<file path="src/rtl/control_sequencer.sv">
// control_sequencer: FETCH/EXEC1/EXEC2/SHIFT/HALT control unit and opcode decoder for the accumulator CPU.
// Latency: strobes are combinational from the state register, IR, flags and shift counter. Instructions take 2 or 3 cycles, or 1+SHAMT cycles for shifts of 2 or more.
// Backpressure: MEM_READY low stalls FETCH, STA-EXEC1 and EXEC2 for one cycle each, and no strobe fires twice.
// Ports: CLK/RESET (sync, active-high); IR/SHAMT opcode and shift count; EQ/MI accumulator flags;
//        MEM_READY RAM handshake; RUN leaves HALT; FETCH..HALTED one-hot state; the rest are datapath strobes.
module control_sequencer #(
  parameter int SHW      = 4,
  parameter bit HAS_WAIT = 1'b1
) (
  input  logic           CLK,
  input  logic           RESET,
  input  logic [3:0]     IR,
  input  logic [SHW-1:0] SHAMT,
  input  logic           EQ,
  input  logic           MI,
  input  logic           MEM_READY,
  input  logic           RUN,
  output logic           FETCH,
  output logic           EXEC1,
  output logic           EXEC2,
  output logic           SHIFT,
  output logic           HALTED,
  output logic           IR_LOAD,
  output logic           EXTRA,
  output logic           Wren,
  output logic           MUX1,
  output logic           MUX3,
  output logic           MUX3_useAllBits,
  output logic           PC_sload,
  output logic           PC_cnt_en,
  output logic           ACC_EN,
  output logic           ACC_LOAD,
  output logic           ACC_SHIFTIN,
  output logic           ADDSUB
);

  localparam logic [3:0] OP_LDA = 4'h0;
  localparam logic [3:0] OP_STA = 4'h1;
  localparam logic [3:0] OP_ADD = 4'h2;
  localparam logic [3:0] OP_SUB = 4'h3;
  localparam logic [3:0] OP_JMP = 4'h4;
  localparam logic [3:0] OP_JMI = 4'h5;
  localparam logic [3:0] OP_JEQ = 4'h6;
  localparam logic [3:0] OP_STP = 4'h7;
  localparam logic [3:0] OP_LDI = 4'h8;
  localparam logic [3:0] OP_LSR = 4'hA;
  localparam logic [3:0] OP_ASR = 4'hB;

  typedef enum logic [2:0] {
    S_FETCH = 3'd0,
    S_EXEC1 = 3'd1,
    S_EXEC2 = 3'd2,
    S_SHIFT = 3'd3,
    S_HALT  = 3'd4
  } state_t;

  state_t         state_q, state_d;
  logic [SHW-1:0] cnt_q, cnt_d;
  logic           mem_rdy;
  logic           shift_in;

  // Without wait states the RAM is always considered ready.
  assign mem_rdy  = HAS_WAIT ? MEM_READY : 1'b1;
  // Arithmetic shift replicates the sign bit; logical shift fills with zero.
  assign shift_in = (IR == OP_ASR) & MI;

  always_ff @(posedge CLK) begin
    if (RESET) begin
      state_q <= S_FETCH;
      cnt_q   <= '0;
    end else begin
      state_q <= state_d;
      cnt_q   <= cnt_d;
    end
  end

  always_comb begin
    state_d         = state_q;
    cnt_d           = cnt_q;
    FETCH           = 1'b0;
    EXEC1           = 1'b0;
    EXEC2           = 1'b0;
    SHIFT           = 1'b0;
    HALTED          = 1'b0;
    IR_LOAD         = 1'b0;
    EXTRA           = 1'b0;
    Wren            = 1'b0;
    MUX1            = 1'b0;
    MUX3            = 1'b0;
    MUX3_useAllBits = 1'b0;
    PC_sload        = 1'b0;
    PC_cnt_en       = 1'b0;
    ACC_EN          = 1'b0;
    ACC_LOAD        = 1'b0;
    ACC_SHIFTIN     = 1'b0;
    ADDSUB          = 1'b0;

    case (state_q)
      S_FETCH: begin
        FETCH   = 1'b1;
        IR_LOAD = mem_rdy;
        if (mem_rdy) state_d = S_EXEC1;
      end

      S_EXEC1: begin
        EXEC1   = 1'b1;
        state_d = S_FETCH;
        case (IR)
          OP_LDA, OP_ADD, OP_SUB: begin
            EXTRA   = 1'b1;
            MUX1    = 1'b1;
            state_d = S_EXEC2;
          end
          OP_STA: begin
            // Address and write enable are held until the RAM accepts the write.
            MUX1 = 1'b1;
            Wren = 1'b1;
            if (mem_rdy) PC_cnt_en = 1'b1;
            else         state_d   = S_EXEC1;
          end
          OP_JMP: PC_sload = 1'b1;
          OP_JMI: begin
            PC_sload  = MI;
            PC_cnt_en = ~MI;
          end
          OP_JEQ: begin
            PC_sload  = EQ;
            PC_cnt_en = ~EQ;
          end
          OP_LDI: begin
            MUX3      = 1'b1;
            ACC_EN    = 1'b1;
            ACC_LOAD  = 1'b1;
            PC_cnt_en = 1'b1;
          end
          OP_LSR, OP_ASR: begin
            if (SHAMT == '0) begin
              PC_cnt_en = 1'b1;
            end else begin
              // The first shift happens here, so SHIFT only covers the remaining SHAMT-1.
              ACC_EN          = 1'b1;
              MUX3_useAllBits = 1'b1;
              ACC_SHIFTIN     = shift_in;
              if (SHAMT == SHW'(1)) begin
                PC_cnt_en = 1'b1;
              end else begin
                cnt_d   = SHAMT - SHW'(1);
                state_d = S_SHIFT;
              end
            end
          end
          OP_STP: begin
            PC_cnt_en = 1'b1;
            state_d   = S_HALT;
          end
          default: PC_cnt_en = 1'b1;
        endcase
      end

      S_EXEC2: begin
        EXEC2 = 1'b1;
        if (!mem_rdy) begin
          MUX1 = 1'b1;
        end else begin
          ACC_EN          = 1'b1;
          ACC_LOAD        = 1'b1;
          PC_cnt_en       = 1'b1;
          ADDSUB          = (IR == OP_ADD);
          MUX3            = (IR == OP_LDA);
          MUX3_useAllBits = (IR == OP_LDA);
          state_d         = S_FETCH;
        end
      end

      S_SHIFT: begin
        SHIFT           = 1'b1;
        ACC_EN          = 1'b1;
        MUX3_useAllBits = 1'b1;
        ACC_SHIFTIN     = shift_in;
        cnt_d           = cnt_q - SHW'(1);
        if (cnt_q == SHW'(1)) begin
          PC_cnt_en = 1'b1;
          state_d   = S_FETCH;
        end
      end

      S_HALT: begin
        HALTED = 1'b1;
        if (RUN) state_d = S_FETCH;
      end

      default: state_d = S_FETCH;
    endcase
  end

endmodule

</file>
<file path="config.mk">
export PLATFORM = sky130hd
export DESIGN_NAME = control_sequencer
export DESIGN_NICKNAME = d
export VERILOG_FILES = /design/src/rtl/control_sequencer.sv
export SDC_FILE = /design/constraint.sdc
export NUM_CORES = 1
export LEC_CHECK = 0
export CORE_MARGIN = 1.5
export CORE_UTILIZATION = 47
export CTS_CLUSTER_SIZE = 14
export DETAILED_ROUTE_END_ITERATION = 16
export PLACE_DENSITY = 0.83
export SKIP_LAST_GASP = 1
export SYNTH_ARGS = -nofsm -noshare
export SYNTH_HDL_FRONTEND = slang
export SYNTH_SLANG_ARGS = --single-unit
</file>
<file path="constraint.sdc">
create_clock -name CLK -period 3.2 [get_ports CLK]
set_clock_uncertainty 0.1 [all_clocks]
set_input_delay 0.48 -clock CLK [delete_from_list [all_inputs] [get_ports CLK]]
set_output_delay 0.48 -clock CLK [all_outputs]
set_load 0.01 [all_outputs]
</file>
* Yosys cells after proc, flatten, opt, wreduce, memory -nomap -nowiden
Index checks and enable logic that the tools add are counted.
** Storage, ports and cells
- Flip-flop bits (word level) :: 7
- Latch bits :: 0
- RAM bits :: 0
- Bits in read-only memories :: 0
- Bits of input ports :: 14
- Output and inout port bits :: 17
- Memories :: 0
** Operators by class
- Add/subtract/negate cells :: 2
- Multipliers :: 0
- Div/mod/pow operators :: 0
- Magnitude comparators :: 0
- Equality and inequality tests :: 23
- Shift operators :: 0
- Multiplexer cells :: 48
- Bitwise gates (word level) :: 3
- Reduce and logical (&&, ||, !) cells :: 10
** Operator list (number)
- 2-to-1 mux 1 bit :: 26
- equality test 4 x 3 -> 1 bit, second input constant :: 4
- one-hot mux 3 bit (5 select lines) :: 1
- != test 2 bit, second input constant :: 7
- equality test 4 x 1 -> 1 bit, second input constant :: 3
- equality test 4 bit, second input constant :: 3
- 2-to-1 mux 3 bit :: 4
- 2-to-1 mux 4 bit :: 3
- one-hot mux 1 bit (3 select lines) :: 4
- one-hot mux 3 bit (4 select lines) :: 1
- one-hot mux 1 bit (2 select lines) :: 5
- equality test 4 x 2 -> 1 bit, second input constant :: 2
- zero test 4 bit :: 2
- one-hot mux 4 bit (2 select lines) :: 1
- AND reduction 4 bit :: 2
- OR reduction 4 bit :: 2
- subtractor 4 x 1 -> 4 bit, second input constant :: 2
- equality test 3 x 2 -> 1 bit, second input constant :: 2
- one-hot mux 1 bit (5 select lines) :: 1
- 2-to-1 mux 2 bit :: 2
- equality test 3 x 1 -> 1 bit, second input constant :: 1
- equality test 3 bit, second input constant :: 1
- zero test 3 bit :: 1
- OR reduction 3 bit :: 1
- 4 further kinds :: 5

* Logic depth before layout (Yosys ltp)
- Depth in word-level cells :: 5
- Mapped depth :: 7
- Depth with buffers taken out :: 7

* Worst setup path before layout
Ideal clock, no wire load.
- Kind :: in2out
- From :: input port SHAMT[1]
- To :: output port PC_cnt_en
- Data arrival time :: 1604 ps
- Path slack :: 1016 ps
- Cell stages on the path :: 7
- Path buffers :: 0
- Cell sequence :: inv_1 -> ha_1 -> or2_1 -> nand2_2 -> and3_2 -> o22a_1 -> o211ai_1
** On the way
- Longest elaborated chain between the ends :: 5
** RTL lines
- start: declaration :: RTL line 13 : input logic [SHW-1:0] SHAMT,
- equality test 4 x 1 -> 1 bit :: RTL line 144 : if (SHAMT == SHW'(1)) begin
- 2-to-1 mux 1 bit :: RTL line 144
- 2-to-1 mux 1 bit * :: RTL line 137 : if (SHAMT == '0) begin
- one-hot mux 1 bit (5 select lines) * :: RTL line 108 : case (IR)
- one-hot mux 1 bit (3 select lines) * :: RTL line 98 : case (state_q)
- end: declaration :: RTL line 30 : output logic PC_cnt_en,
Mark *: on every way between the ends. The rest lies on a longest branch, timed or not.

* Final worst setup path
- From :: input port SHAMT[0]
- To :: output port ACC_SHIFTIN
** On the way
- Longest elaborated chain between the ends :: 4
** RTL lines
- zero test 4 bit :: RTL line 137
- 2-to-1 mux 1 bit :: RTL line 137
- 2-to-1 mux 1 bit :: RTL line 108
- one-hot mux 1 bit (2 select lines) :: RTL line 98
- end: declaration :: RTL line 33 : output logic ACC_SHIFTIN,
No other way between the ends.

==> results.yml <==
yosys:
  async_flop_share_pct: 0
  ys_seq_area_share_pct: 16.7
  synth_edf_count: 0
  ys_warn_count: 0
  synth_fp_nets: 146
  synth_cells: 128
  synthFlopType: "dfxtp_1"
  synth_seq_cells: 7
  synth_cell_types: 40
  avgSynthCellArea_um2: 6.54
  synth_area_um2: 837
grt:
  grt_pass1_vias: 921
  grt_pass1_wl_um: 3850
  use_met3_pct: 7.60
  antenna_found_initial: 0
  grt_overflow: 0
  grt_max_degree: 19
  use_met2_pct: 40.0
  met1_usage_pct: 31.8
  grt-busiest-layer: "met2"
  grt.total_usage_pct: 25.1
placed_design:
  dpl.hpwl_um: 1830
  io_buffer_count: 30
  dp_slack_ns: 0.0309
  gp_congestion: 0.852
cts:
  cts_root_buffer: "clkbuf_4"
  cts_tree: "built"
  cts_sinks: 7
  clk_pin_slew_worst_paths_ns: 0.05
  postCtsHoldBufs: 0
  h-tree-depth: 1
  cts_buffers: 3
  cts_setup_buffers: 0
  clockBufferDepth: 2
  clk_latency_ns: 0.25
  cts_resized: 0
setup_path:
  r2r.worst_path.cells: 3
  required_ns: 2.62
  worst_setup_path_end_kind: "output pin"
  cp-startpoint: "SHAMT[0]"
  r2r-start: "state_q[2]"
  path_class: "in2out"
  rrSetupSlack_ns: 1.62
  endpoint: "ACC_SHIFTIN"
  critPathMaxFanout: 4
  r2r_end: "cnt_q[3]"
  cp-start-kind: "input pin"
  cp.arrival_ns: 2.35
route:
  first_pass_iters: 5
  drc: 0
  routed_via_density: 5.54
  avgRoutedWirePerCell_um: 12.3
  wl_um: 2300
  drtAntennaViolNets: 0
  num_vias: 1031
  drtIter0Drc: 26
run:
  maxCapViolCount: 0
floorplan:
  die_w_um: 45.2
  die_h_um: 45.2
  core_area_um2: 1710
  io_pins: 31
  start_util_pct: 49.0
  rows: 15
  dieArea_um2: 2040
worst_hold_path:
  worstHoldPathType: "reg2reg"
layout:
  final_cell_mix: "28 x clkdlybuf4s50_1, 22 x nor2_1, 12 x nand2_1"
  n_fill_cell: 152
  syn_to_final_growth_pct: 45.3
  final_common_cell: "clkdlybuf4s50_1"
  drive_gt1_share_pct: 8.70
  insertedDiodeCount: 0
  nNetsFinal: 180
pwr:
  power_per_cell_area_nw_per_um2: 263
  power_w: 0.000320
  vdd.ir_drop.worst_uv: 297
  p_leak_nw: 0.533
sta:
  hold_slack_ns: 0.457
  rsz0062_at_grt: "no"
  finalSetupViolations: 0
  worst_slew_pin_slew_ns: 0.559
  hold_violations: 0
  period_share_pct: 91.4
  finalSetupTns_ns: 0
  period_minus_slack_ns: 2.93
  slew_headroom_pct: 62.7
  timing.fmax_mhz: 342
  worst_slack_ns: 0.274
  slew_viol_final: 0
run_status:
  status: "completed"
critical path: stages:
cell,delay (ns)
clkdlybuf4s50_1,0.53
inv_1,0.06
ha_1,0.22
a21oi_1,0.12
o21ai_0,0.14
nor4_1,0.22
clkdlybuf4s50_1,0.58
metal layers:
layer / up-vias / share of wire [%] / wire (um)
met3: 6 / 6.9 / 158
met4: 0 / 1.3 / 29
li1: 513 / - / -
met1: 468 / 42 / 969
met5: - / 0 / 0
met2: 44 / 50 / 1140
cell families after synthesis:
kind of cell             Yosys count  synth area share (%)
AO/OA/AOI/OAI                     28                  21.4
XOR/XNOR                           2                  2.09
adder cells (fa/ha/maj)            4                  5.98
buffers and inverters             18                  8.37
flip-flops                         7                  16.7
multiplexers                       2                  2.39
AND/OR/NAND/NOR                   67                  43.1
state kept, by name, indices dropped and copies added (netlist names):
register / count
cnt_q: 4
state_q: 3
synth_stat cells, drive strengths merged, types with 2 or more instances:
cell type	number	area share [%]
nand2b	5	4.6
a21oi	9	5.4
ha	4	6.0
nand3	2	1.2
nor2b	2	1.5
clkbuf	5	2.2
nand3b	2	3.3
o211ai	2	1.8
a31oi	2	1.5
nor4b	2	2.1
nor4	2	1.5
and2	3	2.2
o21ai	7	4.2
inv	11	4.9
o311ai	2	2.1
mux2i	2	2.4
dfxtp	7	17
nand2	13	6.1
nor3	6	3.6
nor3b	2	1.8
nor2	22	9.9
buf	2	1.2
worst min path at each step:
stage / start / to / depth (start not counted)
after floorplan: cnt_q[2] / cnt_q[2] / 2
after global placement: cnt_q[3] / cnt_q[3] / 2
after detailed placement: cnt_q[3] / cnt_q[3] / 2
after CTS: cnt_q[3] / cnt_q[3] / 2
after global routing: cnt_q[3] / cnt_q[3] / 2
final: cnt_q[3] / cnt_q[3] / 2
cell type report:
class	instances	area [um2]	area share [%]
inverter	11	41.3	3.40
tap	25	31.3	2.57
timing repair buffer	36	350	28.8
clock buffer	4	26.3	2.16
multi-input combinational	103	627	51.5
sequential	7	140	11.5
power by group:
part | total (W) | switching, W | internal, W
Sequential | 0.000106 | 0.0000113 | 0.0000951
Clock | 0.0000792 | 0.0000316 | 0.0000475
Combinational | 0.000134 | 0.0000645 | 0.0000697
metrics by stage:
| stage | instances | instance area (um2) | utilization, % |
|---|---|---|---|
| 2_1_floorplan | 128 | 837 | - |
| 3_3_place_gp | 182 | 1180 | 69.4 |
| 3_5_place_dp | 182 | 1180 | 69.4 |
| 4_1_cts | 186 | 1210 | 70.9 |
| 5_1_grt | 186 | 1220 | 71.2 |
| 6_report | 186 | 1220 | 71.2 |
No activity file was read; power rests on OpenSTA's default activity.
